--- config.mk ---
export PLATFORM = sky130hd
export DESIGN_NAME = store_narrow_unit
export DESIGN_NICKNAME = d
export VERILOG_FILES = /design/src/rtl/store_pkg.sv /design/src/rtl/store_lane_align.sv /design/src/rtl/store_narrow_unit.sv
export SDC_FILE = /design/constraint.sdc
export NUM_CORES = 1
export LEC_CHECK = 0
export CAP_MARGIN = 15
export CORE_MARGIN = 3
export CORE_UTILIZATION = 51
export CTS_BUF_LIST = sky130_fd_sc_hd__clkbuf_4
export CTS_CLUSTER_SIZE = 14
export DETAILED_ROUTE_END_ITERATION = 10
export PLACE_DENSITY_LB_ADDON = 0.12
export SLEW_MARGIN = 10
export SYNTH_ARGS = -nofsm -noshare
export SYNTH_HDL_FRONTEND = slang
export SYNTH_SLANG_ARGS = --single-unit
--- constraint.sdc ---
create_clock -name clock -period 5 [get_ports clock]
set_input_delay 0.75 -clock clock [delete_from_list [all_inputs] [get_ports clock]]
set_output_delay 0.75 -clock clock [all_outputs]
set_load 0.05 [all_outputs]
--- src/rtl/store_pkg.sv ---
// rtl/store_pkg.sv - size encodings, FSM states and lane constants for the store narrowing path
package store_pkg;

  localparam logic [1:0] SZ_BYTE = 2'b00;
  localparam logic [1:0] SZ_HALF = 2'b01;
  localparam logic [1:0] SZ_WORD = 2'b10;
  localparam logic [1:0] SZ_ILL  = 2'b11;

  localparam logic [1:0] IDLE  = 2'd0;
  localparam logic [1:0] BEAT0 = 2'd1;
  localparam logic [1:0] BEAT1 = 2'd2;

  localparam int BE_W = 4;

endpackage

--- src/rtl/store_lane_align.sv ---
// rtl/store_lane_align.sv - shifts a masked store value and its byte mask across two word lanes
module store_lane_align
  import store_pkg::*;
#(
  parameter int DATA_W = 32
) (
  input  logic [1:0]          size,
  input  logic [1:0]          offset,
  input  logic [DATA_W-1:0]   data,
  output logic [2*BE_W-1:0]   be8,
  output logic [2*DATA_W-1:0] d64,
  output logic                split,
  output logic                illegal
);

  logic [BE_W-1:0]   mask;
  logic [DATA_W-1:0] masked;

  always_comb begin
    mask = 4'b0000;
    case (size)
      SZ_BYTE: mask = 4'b0001;
      SZ_HALF: mask = 4'b0011;
      SZ_WORD: mask = 4'b1111;
      default: mask = 4'b0000;
    endcase
  end

  // Only the low bytes of rt belong to the store; upper bytes must not leak into other lanes.
  assign masked  = data & {{8{mask[3]}}, {8{mask[2]}}, {8{mask[1]}}, {8{mask[0]}}};
  assign be8     = {4'b0000, mask} << offset;
  assign d64     = {{DATA_W{1'b0}}, masked} << {offset, 3'b000};
  assign split   = |be8[2*BE_W-1:BE_W];
  assign illegal = (size == SZ_ILL);

endmodule

--- src/rtl/store_narrow_unit.sv ---
// rtl/store_narrow_unit.sv - MEM-stage store unit: narrows, aligns and splits stores into word beats
module store_narrow_unit
  import store_pkg::*;
#(
  parameter int ADDR_W = 32,
  parameter int DATA_W = 32
) (
  input  logic              clock,
  input  logic              reset_n,
  input  logic              req_valid,
  output logic              req_ready,
  input  logic [1:0]        req_size,
  input  logic [ADDR_W-1:0] req_addr,
  input  logic [DATA_W-1:0] req_data,
  output logic              mem_wr_en,
  output logic [ADDR_W-1:0] mem_addr,
  output logic [DATA_W-1:0] mem_wdata,
  output logic [BE_W-1:0]   mem_be,
  input  logic              mem_ack,
  output logic              stall,
  output logic              done,
  output logic              err_size
);

  logic [1:0]          state;
  logic [2*BE_W-1:0]   be8;
  logic [2*DATA_W-1:0] d64;
  logic                split;
  logic                illegal;
  logic [ADDR_W-1:0]   base;
  logic                split_q;
  logic [ADDR_W-1:0]   b1_addr;
  logic [DATA_W-1:0]   b1_wdata;
  logic [BE_W-1:0]     b1_be;

  store_lane_align #(.DATA_W(DATA_W)) u_align (
    .size    (req_size),
    .offset  (req_addr[1:0]),
    .data    (req_data),
    .be8     (be8),
    .d64     (d64),
    .split   (split),
    .illegal (illegal)
  );

  assign base      = {req_addr[ADDR_W-1:2], 2'b00};
  assign req_ready = (state == IDLE);
  assign stall     = (state != IDLE);
  assign mem_wr_en = (state != IDLE);

  always_ff @(posedge clock or negedge reset_n) begin
    if (!reset_n) begin
      state     <= IDLE;
      mem_addr  <= '0;
      mem_wdata <= '0;
      mem_be    <= '0;
      split_q   <= 1'b0;
      b1_addr   <= '0;
      b1_wdata  <= '0;
      b1_be     <= '0;
      done      <= 1'b0;
      err_size  <= 1'b0;
    end else begin
      done     <= 1'b0;
      err_size <= 1'b0;
      case (state)
        IDLE: begin
          if (req_valid) begin
            if (illegal) begin
              err_size <= 1'b1;
            end else begin
              // Both beats are latched now so later req_* changes cannot disturb the store.
              mem_addr  <= base;
              mem_wdata <= d64[DATA_W-1:0];
              mem_be    <= be8[BE_W-1:0];
              b1_addr   <= base + ADDR_W'(4);
              b1_wdata  <= d64[2*DATA_W-1:DATA_W];
              b1_be     <= be8[2*BE_W-1:BE_W];
              split_q   <= split;
              state     <= BEAT0;
            end
          end
        end
        BEAT0: begin
          if (mem_ack) begin
            if (split_q) begin
              mem_addr  <= b1_addr;
              mem_wdata <= b1_wdata;
              mem_be    <= b1_be;
              state     <= BEAT1;
            end else begin
              mem_wdata <= '0;
              mem_be    <= '0;
              done      <= 1'b1;
              state     <= IDLE;
            end
          end
        end
        BEAT1: begin
          if (mem_ack) begin
            mem_wdata <= '0;
            mem_be    <= '0;
            done      <= 1'b1;
            state     <= IDLE;
          end
        end
        default: state <= IDLE;
      endcase
    end
  end

endmodule

==> flow_metrics.py, run 1 <==
metrics = {
    "synth": {
        "synth_cells": 659,
        "avgSynthCellArea_sq_um": 9.858,
        "synth_common_cells": "dfrtp_1 (128), nand2_1 (124), o21ai_0 (78), mux2i_1 (33), clkbuf_1 (29)",
        "syn-cell-area_sq_um": 6496,
        "yosysMostFrequentCell": "dfrtp_1",
        "synthArstFlopShare_pct": 100.0,
        "synth_top_area_share_pct": 49.31,
        "synthTopCellsByArea": "dfrtp_1 (49%), nand2_1 (7.2%), o21ai_0 (6.0%)",
        "synth_edf_count": 0,
        "synthFlopType": "dfrtp_1",
        "yosysUniqueCellTypes": 52,
        "yosysSeqAreaShare_pct": 49.31,
        "yosys.area.top_type": "dfrtp_1",
        "ys_warn_count": 0,
        "ys_ff_latch": 128,
    },
    "global_routing": {
        "grt-ovfl-total": 0,
        "grt_pass1_vias": 5580,
        "grt.total_usage_pct": 25.50,
        "grt_pass1_wl_microns": 28880,
        "grt_max_degree": 70,
        "antenna_found_initial": 0,
    },
    "critical_path": {
        "crit_required_ps": 4250,
        "worstSetupPathType": "reg2out",
        "worstPathArrival_ps": 2390,
        "crit_slowest_cell": "clkdlybuf4s50_1",
        "cp-end-kind": "output pin",
        "critPathTopFamily": "buffers and inverters",
        "critPathLaunchType": "flop",
        "critPathMaxFanout": 5,
        "slowest_delay_ps": 850,
        "cpMostUsedCell": "inv_1",
        "crit_path_cell_trace": "inv_1 -> ha_1 -> inv_1 -> clkdlybuf4s50_1",
        "crit_buf_inv": 3,
    },
    "cts": {
        "ctsResizeCount": 0,
        "cts.path.max_buffers": 2,
        "clk_transition_reported_paths_ps": 110,
        "clk_latency_ps": 550,
        "post-cts-setup-buffers": 0,
        "cts-root-buf": "clkbuf_4",
        "cts_hold_buf": 0,
        "htree_levels": 4,
        "cts_tree": "yes",
        "cts_made_buffers": 17,
        "clock_sinks": 128,
    },
    "routing": {
        "viasPerCell": 5.792,
        "ant_nets": 0,
        "wl_per_cell_microns": 18.18,
        "dr.pass1.iters": 6,
        "vias": 5543,
        "drtIter0Drc": 572,
        "drc": 0,
        "drt-total-wl_microns": 17400,
    },
    "layout": {
        "drive_gt1_share_pct": 8.492,
        "area_delta_synth_final_pct": 26.87,
        "nNetsFinal": 857,
        "final_area_sq_um": 8242,
        "diodes": 0,
        "final_core_util_pct": 67.49,
        "fillers": 1060,
        "fin_cells": 957,
    },
    "placement": {
        "gp_congestion": 0.9158,
        "place_ws_ps": 1597,
        "dpl_cell_area_sq_um": 7936,
        "place_hpwl_microns": 12320,
        "placed_cells": 926,
        "port_buffers": 140,
    },
    "sta": {
        "clock.fmax_ghz": 0.3183,
        "slew_headroom_pct": 28.47,
        "finalSetupViolations": 0,
        "fin_setup_tns_ps": 0,
        "tightest_slew_ps": 1070,
        "fin_crit_sh_pct": 62.83,
        "rsz0062_at_grt": "false",
        "finalWorstSetupSlack_ps": 1858,
        "hold_viol": 0,
        "maxSlewViolCount": 0,
        "skew_ps": 16.00,
        "fin_crit_ps": 3142,
    },
    "floorplanning": {
        "rows": 40,
        "top_level_ports": 143,
        "dieArea_sq_um": 14130,
        "start_util_pct": 53.20,
        "die_h_microns": 118.9,
        "die_width_microns": 118.9,
        "coreArea_sq_um": 12210,
    },
    "min_path": {
        "holdCritPathClass": "in2async",
    },
    "pwr": {
        "ir_worst_vdd_v": 0.0003990,
        "power.density_nw_per_um2": 648.7,
        "p_leak_nw": 3.430,
    },
    "run": {
        "cap_violations": 0,
    },
    "outcome": {
        "status": "finished clean",
    },
}
## where the power goes
group	switching (mW)	leakage (nW)	internal, mW
Clock	0.387	0.159	0.392
Sequential	0.259	1.64	1.48
Combinational	1.89	1.63	0.942
Total	2.53	3.43	2.81
## registers in the layout (all words and copies together), names as in the netlist
| signal | count |
|---|---|
| b1_addr | 30 |
| b1_be | 3 |
| b1_wdata | 24 |
| done | 1 |
| err_size | 1 |
| mem_addr | 30 |
| mem_be | 4 |
| mem_wdata | 32 |
| split_q | 1 |
| state | 2 |
## path summary, 6_finish.rpt
| path | start | end | slack [ps] | cells past startpoint |
|---|---|---|---|---|
| max | state[0]$_DFFE_PN0P_ | stall | 1860 | 4 |
| min | reset_n | mem_addr[13]$_DFFE_PN0P_ | 120 | 1 |
| max reg2reg | state[1]$_DFFE_PN0P_ | mem_wdata[29]$_DFFE_PN0P_ | 2160 | 8 |
| min reg2reg | mem_addr[15]$_DFFE_PN0P_ | mem_addr[15]$_DFFE_PN0P_ | 490 | 2 |
| max in group asynchronous | reset_n | mem_addr[5]$_DFFE_PN0P_ | 3860 | 2 |
| min in group clock | mem_addr[15]$_DFFE_PN0P_ | mem_addr[15]$_DFFE_PN0P_ | 490 | 2 |
## routing by layer
metal  routed length, microns  up-vias  part of all wire, %  GRT usage, %
met3                     1245       46                  7.2         5.176
li1                         -     2587                    -             -
met5                        0        -                    0             0
met1                     7011     2649                   40         32.35
met2                     8445      261                   49         42.20
met4                      695        0                  4.0         11.59
## worst register-to-register path: cells and delay by family (launching register included)
kind / cells / cell delay, ps
buffers and inverters: 2 / 540
adders and majority gates: 1 / 870
DFF: 1 / 430
AOI/OAI and AO/OA: 3 / 590
and+or+nand+nor: 2 / 300
## layout by cell type, fill, tap and decap left out, types with 3 or more instances in the layout
| cell | synthesis | layout |
|---|---|---|
| nand3_1 | 17 | 17 |
| nor2b_1 | 5 | 5 |
| a221oi_1 | 9 | 9 |
| buf_4 | 4 | 8 |
| nand4_1 | 10 | 10 |
| a21oi_1 | 14 | 14 |
| and3_1 | 5 | 5 |
| clkbuf_4 | 0 | 18 |
| clkinv_2 | 0 | 4 |
| a32o_1 | 8 | 8 |
| bufinv_16 | 0 | 4 |
| mux2i_1 | 33 | 33 |
| nor4_4 | 3 | 3 |
| o21ai_2 | 3 | 3 |
| xnor2_1 | 3 | 3 |
| clkdlybuf4s50_1 | 0 | 139 |
| nor2_1 | 26 | 26 |
| dfrtp_1 | 128 | 128 |
| o21a_1 | 6 | 6 |
| nand2_1 | 124 | 124 |
| a22oi_1 | 10 | 10 |
| ha_1 | 10 | 9 |
| o211ai_1 | 6 | 6 |
| clkinv_1 | 1 | 3 |
| o21ai_0 | 78 | 78 |
| xor2_1 | 25 | 25 |
| a22o_1 | 17 | 17 |
| o21ai_1 | 14 | 13 |
| mux2_2 | 9 | 9 |
| inv_1 | 7 | 7 |
| clkinvlp_4 | 0 | 3 |
| a32oi_1 | 7 | 7 |
| a222oi_1 | 8 | 8 |
## cell families after synthesis
| family | Yosys count | synth area share (%) |
|---|---|---|
| AND/OR/NAND/NOR | 207 | 15.31 |
| other | 1 | 0.05773 |
| XOR/XNOR | 28 | 3.775 |
| flip-flops | 128 | 49.31 |
| multiplexers | 42 | 6.645 |
| AO/OA/AOI/OAI | 186 | 18.84 |
| adder cells (fa/ha/maj) | 10 | 1.926 |
| buffers and inverters | 57 | 4.141 |
## through the flow
| stage | power (mW) | hold WS [ps] |
|---|---|---|
| global route | 5.668 | 117.2 |
| global placement | 4.518 | 459.1 |
| floorplan | 3.688 | 445.4 |
| finish | 5.346 | 117.3 |
| CTS | 5.368 | 115.8 |
| detailed placement | 4.589 | 469.6 |
## final cells by class
cell class	instances	area, sq um	share of cell area [%]
flip-flops and latches	128	3203	38.86
inverters	8	30.03	0.3644
multi-input cells	475	3042	36.91
clock buffers	18	135.1	1.640
well taps	168	210.2	2.550
repair buffers	147	1451	17.61
clock inverters	13	170.2	2.065
Note: power is estimated with default switching activity, not from simulation.
==> run 2, diff against run 1 <==
Settings changed: CORE_UTILIZATION 51 to 48.
Clock period 5 ns to 2.8 ns, I/O delays scaled along.
==> run 2 against run 1 <==
Effect of this change: via count fell by 0.70%; clock power up 50%; sequential power is 78% higher; utilization shrank 3.0 points; largest power group unchanged; die area rose by 5.9%; highest routed layer unchanged; register-to-register slack got worse by 1800 ps; critical endpoint is now req_ready; final cell count increased by 1.7%; first-iteration DRC count rose by 9.6%; hold slack improved by 370 ps; power increased by 76%.
==> flow_metrics.py, run 2 (synthesized netlist as in run 1, its figures left out) <==
metrics = {
    "outcome": {
        "status": "finished clean",
    },
    "pwr": {
        "swShare_pct": 47.71,
        "seqPwrFrac_pct": 32.8,
        "ir_worst_vdd_v": 0.0008065,
        "pwr-share-comb_pct": 54.7,
        "p_leak_nw": 3.495,
        "intPower_mw": 4.930,
        "power.density_nw_per_um2": 1131,
        "power_frac_clock_pct": 12.4,
        "p_sw_mw": 4.498,
    },
    "sta": {
        "fin_crit_ps": 2677,
        "finalSetupViolations": 0,
        "fin_setup_tns_ps": 0,
        "finalWorstSetupSlack_ps": 122.9,
        "fin_crit_sh_pct": 95.61,
        "skew_ps": 13.11,
        "maxSlewViolCount": 0,
        "clock.fmax_ghz": 0.3735,
        "slew_headroom_pct": 30.58,
        "rsz0062_at_grt": "false",
        "tightest_slew_ps": 1039,
        "hold_viol": 0,
    },
    "cts": {
        "cts.path.max_buffers": 2,
        "htree_levels": 4,
        "cts-root-buf": "clkbuf_4",
        "cts_tree": "yes",
        "cts_made_buffers": 17,
        "clk_latency_ps": 530,
        "post-cts-setup-buffers": 0,
        "clock_sinks": 128,
        "clk_transition_reported_paths_ps": 110,
    },
    "placement": {
        "gp_congestion": 0.8753,
        "port_buffers": 140,
        "place_hpwl_microns": 12350,
        "place_ws_ps": 152.3,
        "placed_cells": 942,
    },
    "critical_path": {
        "worstSetupPathType": "reg2out",
        "r2r_slack_ps": 340,
        "r2r_end": "mem_wdata[18]$_DFFE_PN0P_",
        "reg2reg_depth": 5,
        "crit_required_ps": 2380,
        "critPathMaxFanout": 5,
        "critPathLaunchType": "flop",
        "reg2reg_from": "state[0]$_DFFE_PN0P_",
        "cp-end-kind": "output pin",
        "worstPathArrival_ps": 2260,
    },
    "layout": {
        "final_common_cell": "clkdlybuf4s50_1",
        "reg_top3": "mem_wdata x32, b1_addr x30, mem_addr x30",
        "final_cell_mix": "clkdlybuf4s50_1 (137), dfrtp_1 (128), nand2_1 (124), o21ai_0 (78), mux2i_1 (33)",
        "area_delta_synth_final_pct": 28.31,
        "largest_register": "mem_wdata",
        "nNetsFinal": 870,
        "fin_cells": 973,
        "largest_reg_flops": 32,
        "diodes": 0,
        "drive_gt1_share_pct": 9.363,
    },
    "global_routing": {
        "grt-ovfl-total": 0,
        "antenna_found_initial": 0,
        "grt_pass1_vias": 5443,
        "grt.total_usage_pct": 23.80,
        "grt_pass1_wl_microns": 27640,
        "grt_max_degree": 129,
    },
    "min_path": {
        "hold-path-endpoint": "b1_addr[13]$_DFFE_PN0P_",
        "holdCritPathClass": "reg2reg",
        "min_path_cells": 2,
        "min-delay-start": "b1_addr[13]$_DFFE_PN0P_",
    },
    "routing": {
        "drt-total-wl_microns": 17270,
        "dr.pass1.iters": 7,
        "vias": 5504,
        "ant_nets": 0,
        "drtIter0Drc": 627,
        "viasPerCell": 5.657,
        "drc": 0,
        "wl_per_cell_microns": 17.75,
    },
    "floorplanning": {
        "coreArea_sq_um": 12930,
        "rows": 41,
        "start_util_pct": 50.25,
        "die_h_microns": 122.3,
        "top_level_ports": 143,
        "dieArea_sq_um": 14970,
        "die_width_microns": 122.3,
    },
    "run": {
        "cap_violations": 0,
    },
}
## run 2: cell types whose count changed in the layout (fill, tap and decap cells not counted), sizes merged, moves of 2 or more
cell / before / now
buf: 8 / 20
dlygate4sd2: 0 / 2
clkbuf: 18 / 20
bufinv: 4 / 2
clkinvlp: 3 / 1
clkdlybuf4s50: 139 / 137
## run 2: timing repair
action                                  CTS  global route
hold buffers                              1             0
endpoints found under the hold margin    57             0
resized for setup                         2             0
endpoints found under the setup margin    2             0
## run 2: stage by stage
step / total power [mW] / instance area (sq um) / util, % / hold slack, ps
6_report: 9.428 / 8335 / 64.48 / 485.4
5_1_grt: 10.01 / 8335 / 64.48 / 461.0
4_1_cts: 9.501 / 8335 / 64.48 / 443.1
3_5_place_dp: 8.330 / 8082 / 62.51 / 465.8
3_3_place_gp: 8.212 / 8082 / 62.51 / 459.7
2_1_floorplan: 6.585 / 6500 / - / 124.4
## run 2: worst max path at each step
stage / slack (ps) / cells past startpoint / start / end
2_1_floorplan: 280 / 9 / state[0]$_DFFE_PN0P_ / mem_be[3]$_DFFE_PN0P_
3_5_place_dp: 150 / 8 / req_size[0] / mem_wdata[17]$_DFFE_PN0P_
6_report: 120 / 3 / state[0]$_DFFE_PN0P_ / req_ready
4_1_cts: 100 / 3 / state[0]$_DFFE_PN0P_ / req_ready
3_3_place_gp: 250 / 8 / req_size[0] / mem_wdata[20]$_DFFE_PN0P_
5_1_grt: 30 / 3 / state[1]$_DFFE_PN0P_ / req_ready
## run 2: power groups by stage
stage                     Clock [mW]  Sequential, mW  Combinational [mW]
after floorplan                    0            4.55                2.04
after global placement             0            3.10                5.12
after detailed placement           0            3.13                5.20
after CTS                       1.20            3.10                5.20
after global routing            1.29            3.19                5.54
final                           1.17            3.09                5.16
## run 2: layout make-up
class | count | area (sq um)
multi-input combinational | 475 | 3042
inverter | 8 | 30.03
fill | 1079 | 4592
sequential | 128 | 3203
clock inverter | 10 | 96.34
tap | 172 | 215.2
clock buffer | 20 | 150.1
timing repair buffer | 160 | 1599
## run 2: routing by layer
layer / routed length [microns] / track usage [%]
met5: 0 / 0
met4: 310 / 8.328
met3: 1237 / 5.438
met2: 8322 / 39.20
met1: 7400 / 31.02
## run 2: critical path, stage by stage (launching register included)
cell             delay (ps)
dfrtp_1                 460
inv_1                   110
ha_1                    270
clkdlybuf4s50_1         880
==> run 3, diff against run 2 <==
--- a/config.mk
+++ b/config.mk
@@ -7,5 +7,5 @@
 export LEC_CHECK = 0
-export CAP_MARGIN = 15
+export CAP_MARGIN = 40
 export CORE_MARGIN = 3
-export CORE_UTILIZATION = 48
+export CORE_UTILIZATION = 51
 export CTS_BUF_LIST = sky130_fd_sc_hd__clkbuf_4
@@ -13,2 +13,3 @@
 export DETAILED_ROUTE_END_ITERATION = 10
+export DONT_BUFFER_PORTS = 1
 export PLACE_DENSITY_LB_ADDON = 0.12
==> constraint.sdc (replaced) <==
create_clock -name clock -period 2.8 [get_ports clock]
set_input_delay 0.28 -clock clock [delete_from_list [all_inputs] [get_ports clock]]
set_output_delay 0.28 -clock clock [all_outputs]
set_load 0.05 [all_outputs]
==> run 3 against run 2 <==
Effect of this change: the run now ends with negative hold slack left; critical path type is now in2reg; clock skew is 1.4 ps higher; design area is 11% lower; die area is 5.6% lower; non-clock buffer count is 87 lower; flip-flop and latch count stayed put; worst setup slack better by 330 ps; clock power hardly changed; critical endpoint is now b1_addr[22]$_DFFE_PN0P_.
==> flow_metrics.py, run 3 (synthesized netlist as in run 1, its figures left out) <==
metrics = {
    "layout": {
        "multiInputGateArea_sq_um": 3042,
        "final_area_sq_um": 7435,
        "drive_gt1_share_pct": 10.22,
        "diodes": 0,
        "largest_register": "mem_wdata",
        "fillers": 1097,
        "nNetsFinal": 783,
        "final_common_cell": "dfrtp_1",
        "largest_reg_flops": 32,
        "area_delta_synth_final_pct": 14.45,
        "ff_latch_area_sq_um": 3203,
        "final_core_util_pct": 60.88,
        "fin_cells": 882,
        "reg_top3": "mem_wdata x32, b1_addr x30, mem_addr x30",
        "final_cell_mix": "dfrtp_1 (128), nand2_1 (124), o21ai_0 (78), dlygate4sd3_1 (57), mux2i_1 (33)",
    },
    "routing": {
        "ant_nets": 0,
        "drtIter0Drc": 560,
        "dr.pass1.iters": 6,
        "viasPerCell": 5.847,
        "vias": 5157,
        "drc": 0,
        "drt-total-wl_microns": 17530,
        "wl_per_cell_microns": 19.88,
    },
    "cts": {
        "cts_hold_buf": 57,
        "cts_made_buffers": 17,
        "clock_sinks": 128,
        "cts-root-buf": "clkbuf_4",
        "htree_levels": 4,
        "ctsResizeCount": 0,
        "cts.path.max_buffers": 2,
        "clk_latency_ps": 560,
        "cts_tree": "yes",
        "clk_transition_reported_paths_ps": 100,
    },
    "global_routing": {
        "grt_pass1_vias": 5338,
        "grt-ovfl-total": 0,
        "grt.total_usage_pct": 25.72,
        "grt_max_degree": 129,
        "grt_pass1_wl_microns": 28560,
        "antenna_found_initial": 0,
    },
    "sta": {
        "skew_ps": 14.51,
        "clock.fmax_ghz": 0.4266,
        "fin_crit_sh_pct": 83.71,
        "maxSlewViolCount": 0,
        "rsz0062_at_grt": "false",
        "fin_setup_tns_ps": 0,
        "slew_headroom_pct": 48.30,
        "finalSetupViolations": 0,
        "holdWs_ps": -581.0,
        "hold_viol": 128,
        "fin_crit_ps": 2344,
        "tightest_slew_ps": 772.6,
        "finalWorstSetupSlack_ps": 456.1,
    },
    "outcome": {
        "violations": "negative hold slack",
        "status": "finished, violations left",
    },
    "floorplanning": {
        "dieArea_sq_um": 14130,
        "rows": 40,
        "top_level_ports": 143,
        "coreArea_sq_um": 12210,
        "die_width_microns": 118.9,
        "die_h_microns": 118.9,
        "start_util_pct": 53.20,
    },
    "placement": {
        "port_buffers": 0,
        "placed_cells": 794,
        "gp_congestion": 0.9086,
        "dpl_cell_area_sq_um": 6598,
        "place_hpwl_microns": 11440,
        "place_ws_ps": 616.8,
    },
    "critical_path": {
        "reg2reg_depth": 8,
        "worstSetupPathType": "in2reg",
        "cp-end-kind": "flop",
        "crit_required_ps": 3280,
        "critPathLaunchType": "input port",
        "critPathMaxFanout": 8,
        "worstPathArrival_ps": 2820,
    },
    "pwr": {
        "power.density_nw_per_um2": 1135,
        "seqPwrFrac_pct": 55.4,
        "ir_worst_vdd_v": 0.0005672,
        "swShare_pct": 51.06,
        "power_frac_clock_pct": 14.3,
        "intPower_mw": 4.129,
        "pwr-share-comb_pct": 30.3,
        "p_sw_mw": 4.308,
        "p_leak_nw": 3.166,
    },
    "min_path": {
        "holdCritPathClass": "in2async",
    },
    "run": {
        "cap_violations": 0,
    },
}
run 3: worst paths after layout:
path / startpoint / end / slack, ps
min in group clock: req_addr[1] / mem_wdata[25]$_DFFE_PN0P_ / 30
worst max register to register: state[1]$_DFFE_PN0P_ / mem_addr[6]$_DFFE_PN0P_ / 600
max in group asynchronous: reset_n / b1_addr[5]$_DFFE_PN0P_ / 3140
worst max-delay path: req_addr[2] / b1_addr[22]$_DFFE_PN0P_ / 460
worst min register to register: b1_addr[3]$_DFFE_PN0P_ / b1_addr[3]$_DFFE_PN0P_ / 490
worst min-delay path: reset_n / mem_addr[11]$_DFFE_PN0P_ / -580
run 3: power groups by stage:
stage          combinational [mW]  clock (mW)  sequential, mW
2_1_floorplan                2.04           0            4.55
3_3_place_gp                 2.38           0            4.70
3_5_place_dp                 2.47           0            4.73
4_1_cts                      2.56        1.23            4.69
5_1_grt                      2.88        1.32            4.79
6_report                     2.56        1.20            4.67
run 3: routing by layer:
metal  part of all wire [%]  wire, microns  global-route usage (%)
met1                     41           7184                   31.41
met2                     48           8461                   41.88
met3                    8.6           1510                   9.307
met4                    2.1            376                   9.631
met5                      0              0                       0
run 3: repair_timing:
action / 4_1_cts / 5_1_grt
endpoints found under the setup margin: 0 / 0
hold endpoints to repair: 235 / 128
setup buffers: 0 / 0
run 3: cell type report:
cell class / count / share of cell area [%]
clock buffer: 21 / 2.120
clock inverter: 9 / 1.262
inverter: 8 / 0.4039
multi-input combinational: 475 / 40.91
sequential: 128 / 43.08
tap: 168 / 2.827
timing repair buffer: 73 / 9.391
run 3: critical path, cell delays in order:
cell	delay [ps]
dlygate4sd3_1	610
ha_1	400
nand2_1	150
nor4_4	360
nand4_1	170
xor2_1	160
dlygate4sd3_1	560
o21ai_1	130
run 3: metrics by stage:
stage / total power [mW] / hold WS, ps
3_5_place_dp: 7.198 / -11.97
6_report: 8.436 / -581.0
4_1_cts: 8.478 / -630.3
3_3_place_gp: 7.082 / -11.89
5_1_grt: 8.996 / -636.9
2_1_floorplan: 6.585 / -15.59
